File: config.mk
export PLATFORM = sky130hd
export DESIGN_NAME = gemm_c_writeback_flat
export DESIGN_NICKNAME = d
export VERILOG_FILES = /design/src/rtl/gemm_pkg.sv /design/src/rtl/gemm_c_writeback_if.sv /design/src/rtl/gemm_wb_fifo.sv /design/src/rtl/gemm_c_writeback.sv /design/src/flat_wrapper.sv
export SDC_FILE = /design/constraint.sdc
export NUM_CORES = 2
export LEC_CHECK = 0
export CORE_UTILIZATION = 25
export CTS_BUF_LIST = sky130_fd_sc_hd__clkbuf_16
export DETAILED_ROUTE_END_ITERATION = 8
export DONT_BUFFER_PORTS = 1
export PLACE_DENSITY = 0.34
export SLEW_MARGIN = 20
export SYNTH_ARGS = -nofsm -noshare
export SYNTH_HDL_FRONTEND = slang
export SYNTH_SLANG_ARGS = --single-unit
File: constraint.sdc
create_clock -name clk_i -period 31.5 [get_ports clk_i]
set_input_delay 0 -clock clk_i [delete_from_list [all_inputs] [get_ports clk_i]]
set_output_delay 0 -clock clk_i [all_outputs]
set_load 0.01 [all_outputs]
File: src/rtl/gemm_pkg.sv
// rtl/gemm_pkg.sv - shared types and sizes for the GeMM C writeback stage
package gemm_pkg;

    localparam int OutDataWidth  = 32;
    localparam int NumPE_M       = 4;
    localparam int NumPE_N       = 4;
    localparam int OutMemWidth   = OutDataWidth * NumPE_M * NumPE_N;
    localparam int AddrWidth     = 12;
    localparam int SizeAddrWidth = 8;
    localparam int TileWords     = 1;

    typedef enum logic [1:0] {
        WB_IDLE = 2'd0,
        WB_RUN  = 2'd1,
        WB_DONE = 2'd2
    } wb_state_e;

endpackage

File: src/rtl/gemm_c_writeback_if.sv
// rtl/gemm_c_writeback_if.sv - tile stream in, SRAM C write port out
interface gemm_c_writeback_if #(
    parameter int OutMemWidth = 512,
    parameter int AddrWidth   = 12
) ();

    logic                   tile_valid;
    logic                   tile_ready;
    logic [OutMemWidth-1:0] tile_data;
    logic                   sram_c_stall;
    logic [AddrWidth-1:0]   sram_c_addr;
    logic [OutMemWidth-1:0] sram_c_wdata;
    logic                   sram_c_we;

    // master: PE array + SRAM C side; slave: the writeback stage
    modport master (
        output tile_valid, tile_data, sram_c_stall,
        input  tile_ready, sram_c_addr, sram_c_wdata, sram_c_we
    );

    modport slave (
        input  tile_valid, tile_data, sram_c_stall,
        output tile_ready, sram_c_addr, sram_c_wdata, sram_c_we
    );

endinterface

File: src/rtl/gemm_wb_fifo.sv
// rtl/gemm_wb_fifo.sv - 2-entry tile FIFO between the PE array and SRAM C
module gemm_wb_fifo #(
    parameter int Width = 512
) (
    input  logic             clk_i,
    input  logic             rst_ni,
    input  logic             push_i,
    input  logic [Width-1:0] push_data_i,
    input  logic             pop_i,
    output logic [Width-1:0] pop_data_o,
    output logic             full_o,
    output logic             empty_o
);

    logic [Width-1:0] r_mem [2];
    logic             r_wr_ptr;
    logic             r_rd_ptr;
    logic [1:0]       r_count;
    logic             w_push;
    logic             w_pop;

    assign full_o     = (r_count == 2'd2);
    assign empty_o    = (r_count == 2'd0);
    assign w_push     = push_i && !full_o;
    assign w_pop      = pop_i && !empty_o;
    assign pop_data_o = r_mem[r_rd_ptr];

    always_ff @(posedge clk_i or negedge rst_ni) begin
        if (!rst_ni) begin
            r_wr_ptr <= 1'b0;
            r_rd_ptr <= 1'b0;
            r_count  <= 2'd0;
        end else begin
            if (w_push) r_wr_ptr <= ~r_wr_ptr;
            if (w_pop)  r_rd_ptr <= ~r_rd_ptr;
            r_count <= r_count + {1'b0, w_push} - {1'b0, w_pop};
        end
    end

    // Payload storage needs no reset: occupancy is tracked by r_count alone
    always_ff @(posedge clk_i) begin
        if (w_push) r_mem[r_wr_ptr] <= push_data_i;
    end

endmodule

File: src/rtl/gemm_c_writeback.sv
// rtl/gemm_c_writeback.sv - buffers finished tiles and writes them row-major into SRAM C
module gemm_c_writeback
    import gemm_pkg::*;
(
    input  logic                     clk_i,
    input  logic                     rst_ni,
    input  logic                     start_i,
    input  logic [SizeAddrWidth-1:0] M_size_i,
    input  logic [SizeAddrWidth-1:0] N_size_i,
    gemm_c_writeback_if.slave        bus,
    output logic                     busy_o,
    output logic                     done_o
);

    localparam int CntWidth = 2 * SizeAddrWidth;
    localparam logic [1:0] ST_IDLE = 2'(WB_IDLE);
    localparam logic [1:0] ST_RUN  = 2'(WB_RUN);
    localparam logic [1:0] ST_DONE = 2'(WB_DONE);

    logic [1:0]             r_state;
    logic [CntWidth-1:0]    r_total;
    logic [CntWidth-1:0]    r_acc_cnt;
    logic [CntWidth-1:0]    r_wr_cnt;
    logic [AddrWidth-1:0]   r_wr_addr;
    logic                   r_we;
    logic [AddrWidth-1:0]   r_addr;
    logic [OutMemWidth-1:0] r_wdata;

    logic [CntWidth-1:0]    w_total;
    logic                   w_run;
    logic                   w_ready;
    logic                   w_push;
    logic                   w_pop;
    logic                   w_last;
    logic                   w_full;
    logic                   w_empty;
    logic [OutMemWidth-1:0] w_rdata;

    assign w_total = {{SizeAddrWidth{1'b0}}, M_size_i} * {{SizeAddrWidth{1'b0}}, N_size_i};
    assign w_run   = (r_state == ST_RUN);
    assign w_ready = w_run && !w_full && (r_acc_cnt < r_total);
    assign w_push  = bus.tile_valid && w_ready;
    assign w_pop   = w_run && !w_empty && !bus.sram_c_stall;
    assign w_last  = w_pop && (r_wr_cnt == r_total - 1'b1);

    gemm_wb_fifo #(.Width(OutMemWidth)) u_fifo (
        .clk_i       (clk_i),
        .rst_ni      (rst_ni),
        .push_i      (w_push),
        .push_data_i (bus.tile_data),
        .pop_i       (w_pop),
        .pop_data_o  (w_rdata),
        .full_o      (w_full),
        .empty_o     (w_empty)
    );

    // Address advances linearly: row-major tile order equals m*N_size+n
    always_ff @(posedge clk_i or negedge rst_ni) begin
        if (!rst_ni) begin
            r_state   <= ST_IDLE;
            r_total   <= '0;
            r_acc_cnt <= '0;
            r_wr_cnt  <= '0;
            r_wr_addr <= '0;
        end else begin
            case (r_state)
                ST_IDLE: begin
                    if (start_i) begin
                        r_total   <= w_total;
                        r_acc_cnt <= '0;
                        r_wr_cnt  <= '0;
                        r_wr_addr <= '0;
                        r_state   <= (w_total == '0) ? ST_DONE : ST_RUN;
                    end
                end
                ST_RUN: begin
                    if (w_push) r_acc_cnt <= r_acc_cnt + 1'b1;
                    if (w_pop) begin
                        r_wr_cnt  <= r_wr_cnt + 1'b1;
                        r_wr_addr <= r_wr_addr + 1'b1;
                    end
                    if (w_last) r_state <= ST_DONE;
                end
                ST_DONE: r_state <= ST_IDLE;
                default: r_state <= ST_IDLE;
            endcase
        end
    end

    always_ff @(posedge clk_i or negedge rst_ni) begin
        if (!rst_ni) begin
            r_we    <= 1'b0;
            r_addr  <= '0;
            r_wdata <= '0;
        end else begin
            r_we <= w_pop;
            if (w_pop) begin
                r_addr  <= r_wr_addr;
                r_wdata <= w_rdata;
            end
        end
    end

    assign bus.tile_ready   = w_ready;
    assign bus.sram_c_we    = r_we;
    assign bus.sram_c_addr  = r_addr;
    assign bus.sram_c_wdata = r_wdata;
    assign busy_o           = w_run;
    assign done_o           = (r_state == ST_DONE);

endmodule

File: src/flat_wrapper.sv
// flat-port wrapper written by rule: the top's interface ports become plain ports
module gemm_c_writeback_flat import gemm_pkg::*;
  (clk_i, rst_ni, start_i, M_size_i, N_size_i, busy_o, done_o, bus_tile_valid, bus_tile_data, bus_sram_c_stall, bus_tile_ready, bus_sram_c_addr, bus_sram_c_wdata, bus_sram_c_we);
  gemm_c_writeback_if #(.OutMemWidth(OutMemWidth), .AddrWidth(AddrWidth)) bus_i ();
  input  logic clk_i;
  input  logic rst_ni;
  input  logic start_i;
  input  logic [SizeAddrWidth-1:0] M_size_i;
  input  logic [SizeAddrWidth-1:0] N_size_i;
  output logic busy_o;
  output logic done_o;
  input wire logic [$bits(bus_i.tile_valid)-1:0] bus_tile_valid;
  input wire logic [$bits(bus_i.tile_data)-1:0] bus_tile_data;
  input wire logic [$bits(bus_i.sram_c_stall)-1:0] bus_sram_c_stall;
  output wire logic [$bits(bus_i.tile_ready)-1:0] bus_tile_ready;
  output wire logic [$bits(bus_i.sram_c_addr)-1:0] bus_sram_c_addr;
  output wire logic [$bits(bus_i.sram_c_wdata)-1:0] bus_sram_c_wdata;
  output wire logic [$bits(bus_i.sram_c_we)-1:0] bus_sram_c_we;
  assign bus_i.tile_valid = bus_tile_valid;
  assign bus_i.tile_data = bus_tile_data;
  assign bus_i.sram_c_stall = bus_sram_c_stall;
  assign bus_tile_ready = bus_i.tile_ready;
  assign bus_sram_c_addr = bus_i.sram_c_addr;
  assign bus_sram_c_wdata = bus_i.sram_c_wdata;
  assign bus_sram_c_we = bus_i.sram_c_we;
  gemm_c_writeback u_core (.clk_i(clk_i), .rst_ni(rst_ni), .start_i(start_i), .M_size_i(M_size_i), .N_size_i(N_size_i), .bus(bus_i), .busy_o(busy_o), .done_o(done_o));
endmodule
==> metrics <==
WL per Instance=22.5 um; status=completed; Via density=4.19; Rows=180; clk buf depth=3; area occupied by multi-input gates=0.0140 mm^2; hpwl dp=128000 um; Die H=494 um; hold_ws=0.0957 ns; Sequential Area=0.0455 mm^2; M1 wire length=75100 um; Synth top area share=50.8%; worst ir drop on vdd=53.2 uV; minimum clock period=6.40 ns; DRT iter0 DRCs=1678; Final Hold Viols=0; leakage=31.7 nW; full die area=0.244 mm^2; clk slew on worst S/H paths=0.06 ns; Hold Crit Class=in2reg; Critical Path Source Type=register; utilization after layout=33.5%; vias after detailed routing=35398; Starting Density=25.2%; clock sink total=1615; Syn Std Cell Area=0.0606 mm^2; # fillers=23705; Yosys warning total=0; Req. time, crit path=31.87 ns; syn_area_per_cell=15.1 um^2; Power Total=0.00749 W; post-cts sizing count=0; vias in the first global route=37296; Post-Synthesis Cells=4018; crit path cell chain=inv_1, ha_1, a21o_1, a21o_1, a2111oi_2, o211a_1, or2_2, and3_4, buf_4, buf_4, buf_4, buf_4; Net Sw Frac=35.9%; gr usage total=15.2%; Seq/Total Area, Yosys=75.2%; slowest stage cell, crit path=buf_4; f_max=0.156 GHz; initial antenna violation count=12; Synth area leader=edfxtp_1; setup slack, reg-to-reg=25.10 ns; # DRC=0; Clock Latency Late Sink=0.83 ns; Crit path largest cell delay=0.83 ns; Seq pwr share=50.1%; Top Ports=1061; FFs w/ async S/R, synth=36.6%; share of cells above drive strength 1=5.87%; TritonCTS clock tree=yes; top_reg_cell synth=edfxtp_1; DR pass1 iterations=5; most frequent cell after synthesis=edfxtp_1; Met2 Wirelength=96200 um; crit path capture type=register; top sig layer=met5; Comb pwr share=22.1%; DR WL met3=13900 um; Max Cap Violations=0; register bit total from synthesis=1615; gr ovfl total=0; Crit Path Category=reg2reg; synth unique cells=66; clock share of power=27.7%; final setup violation count=0; area added between synthesis and finish=33.2%; CORE AREA=0.241 mm^2; internal power=0.00480 W; EDFF count, synth=1024; most common library cells after synthesis=edfxtp_1 (1024), nand2_1 (616), dfrtp_1 (591); routability cong.=0.756; htree depth=4; largest cells by area after synthesis=edfxtp_1 (51%), dfrtp_1 (24%), mux2i_1 (8.5%); CP bufs+invs=5; crit path DAT=6.77 ns; wirelength, routed=190000 um; syn_nets=4644; CTS Root Cell=clkbuf_16; relative slew slack=32.7%; fin crit share=20.3%; pin count of the biggest net entering global routing=592; antenna-violating nets left=0; Nets=5723; first-pass GRT wire length=272000 um; crit-path leading delay family=buffers and inverters; worst slew pin tran=1.01 ns; Final Skew=0.0870 ns; power density cells=92.8 mW/mm^2; switching power=0.00269 W; # port buffers=0; post-route setup TNS=0 ns; Num CTS Buffers=187; fin. max-slew vios=0; CP max FO=59; chip width=494 um; CP dominant cell by count=buf_4; RSZ-0062 raised after global routing=false
-- sequential cells by signal, indices dropped and copies added (netlist names) --
register                 flops
u_core.u_fifo.r_rd_ptr       1
u_core.u_fifo.r_mem       1024
u_core.r_wr_cnt             16
u_core.bus.sram_c_wdata    512
u_core.r_acc_cnt            16
u_core.u_fifo.r_wr_ptr       1
u_core.r_state               2
u_core.u_fifo.r_count        2
u_core.bus.sram_c_addr      12
u_core.r_total              16
u_core.r_wr_addr            12
u_core.bus.sram_c_we         1
-- path summary, 6_finish.rpt --
kind	startpoint	cells after the start	end
max	u_core.r_total[13]	12	u_core.u_fifo.r_mem[1][108]
min	bus_tile_data[103]	1	u_core.u_fifo.r_mem[1][103]
max reg2reg	u_core.r_total[13]	12	u_core.u_fifo.r_mem[1][108]
min reg2reg	u_core.u_fifo.r_mem[1][431]	2	u_core.bus.sram_c_wdata[431]
max in group asynchronous	rst_ni	6	u_core.bus.sram_c_wdata[167]
min in group asynchronous	rst_ni	4	u_core.bus.sram_c_wdata[12]
-- worst register-to-register path, cell delays in order (launching register included) --
cell,delay [ns]
dfrtp_1,0.45
inv_1,0.14
ha_1,0.31
a21o_1,0.16
a21o_1,0.19
a2111oi_2,0.44
o211a_1,0.25
or2_2,0.28
and3_4,0.63
buf_4,0.88
buf_4,0.67
buf_4,0.72
buf_4,0.86
-- power by group through the flow --
stage	registers, W	logic [W]	clock network, W
2_1_floorplan	0.00376	0.00113	0
3_5_place_dp	0.00383	0.00157	0
4_1_cts	0.00379	0.00172	0.00216
3_3_place_gp	0.00382	0.00156	0
6_report	0.00376	0.00166	0.00208
5_1_grt	0.00383	0.00188	0.00224
-- cell families after synthesis --
family	count (synthesis)	share of synthesized area, %
xor gates and xnor gates	50	0.723
adders and majority gates	93	2.37
and+or+nand+nor	842	5.98
buffers and inverters	275	1.77
DFF	1615	75.2
AOI/OAI and AO/OA	628	5.49
muxes	515	8.51
-- per-layer routing --
metal / vias to the layer above / GRT usage, %
li1: 16703 / -
met1: 17590 / 17.6
met2: 860 / 26.6
met3: 243 / 5.20
met4: 2 / 4.31
met5: - / 0
-- stage by stage --
step | setup WS (ns) | instance area (um^2) | cells
5_1_grt | 24.62 | 80700 | 8458
6_report | 25.10 | 80700 | 8458
2_1_floorplan | 6.69 | 60600 | 4018
4_1_cts | 24.91 | 80500 | 8441
3_5_place_dp | 24.95 | 64200 | 7047
3_3_place_gp | 24.93 | 64200 | 7047
-- what timing repair did --
item                       CTS  global route
hold buffers              1038             3
hold endpoints to repair  1844           294
buffers inserted             0             0
-- cells in the final DEF (no fill, tap or decap), types with 36 or more instances in the layout --
cell type	instances
o21ai_0	407
inv_1	134
dfrtp_1	590
fa_1	36
o21ai_1	146
ha_1	57
and2_1	54
clkinv_1	57
nand2_1	616
mux2i_1	515
edfxtp_1	1024
dlygate4sd3_1	1039
clkbuf_16	189
nor2_1	46
buf_4	40
-- area by class of cell --
class | count | share of cell area [%]
Sequential cell | 1615 | 56.4
Multi-Input combinational cell | 2128 | 17.3
Timing Repair Buffer | 1089 | 13.6
Clock buffer | 189 | 5.86
Tap cell | 3185 | 4.94
Clock inverter | 167 | 1.48
Inverter | 76 | 0.353
Antenna cell | 9 | 0.0279
Power figures use the tool's default switching activity.
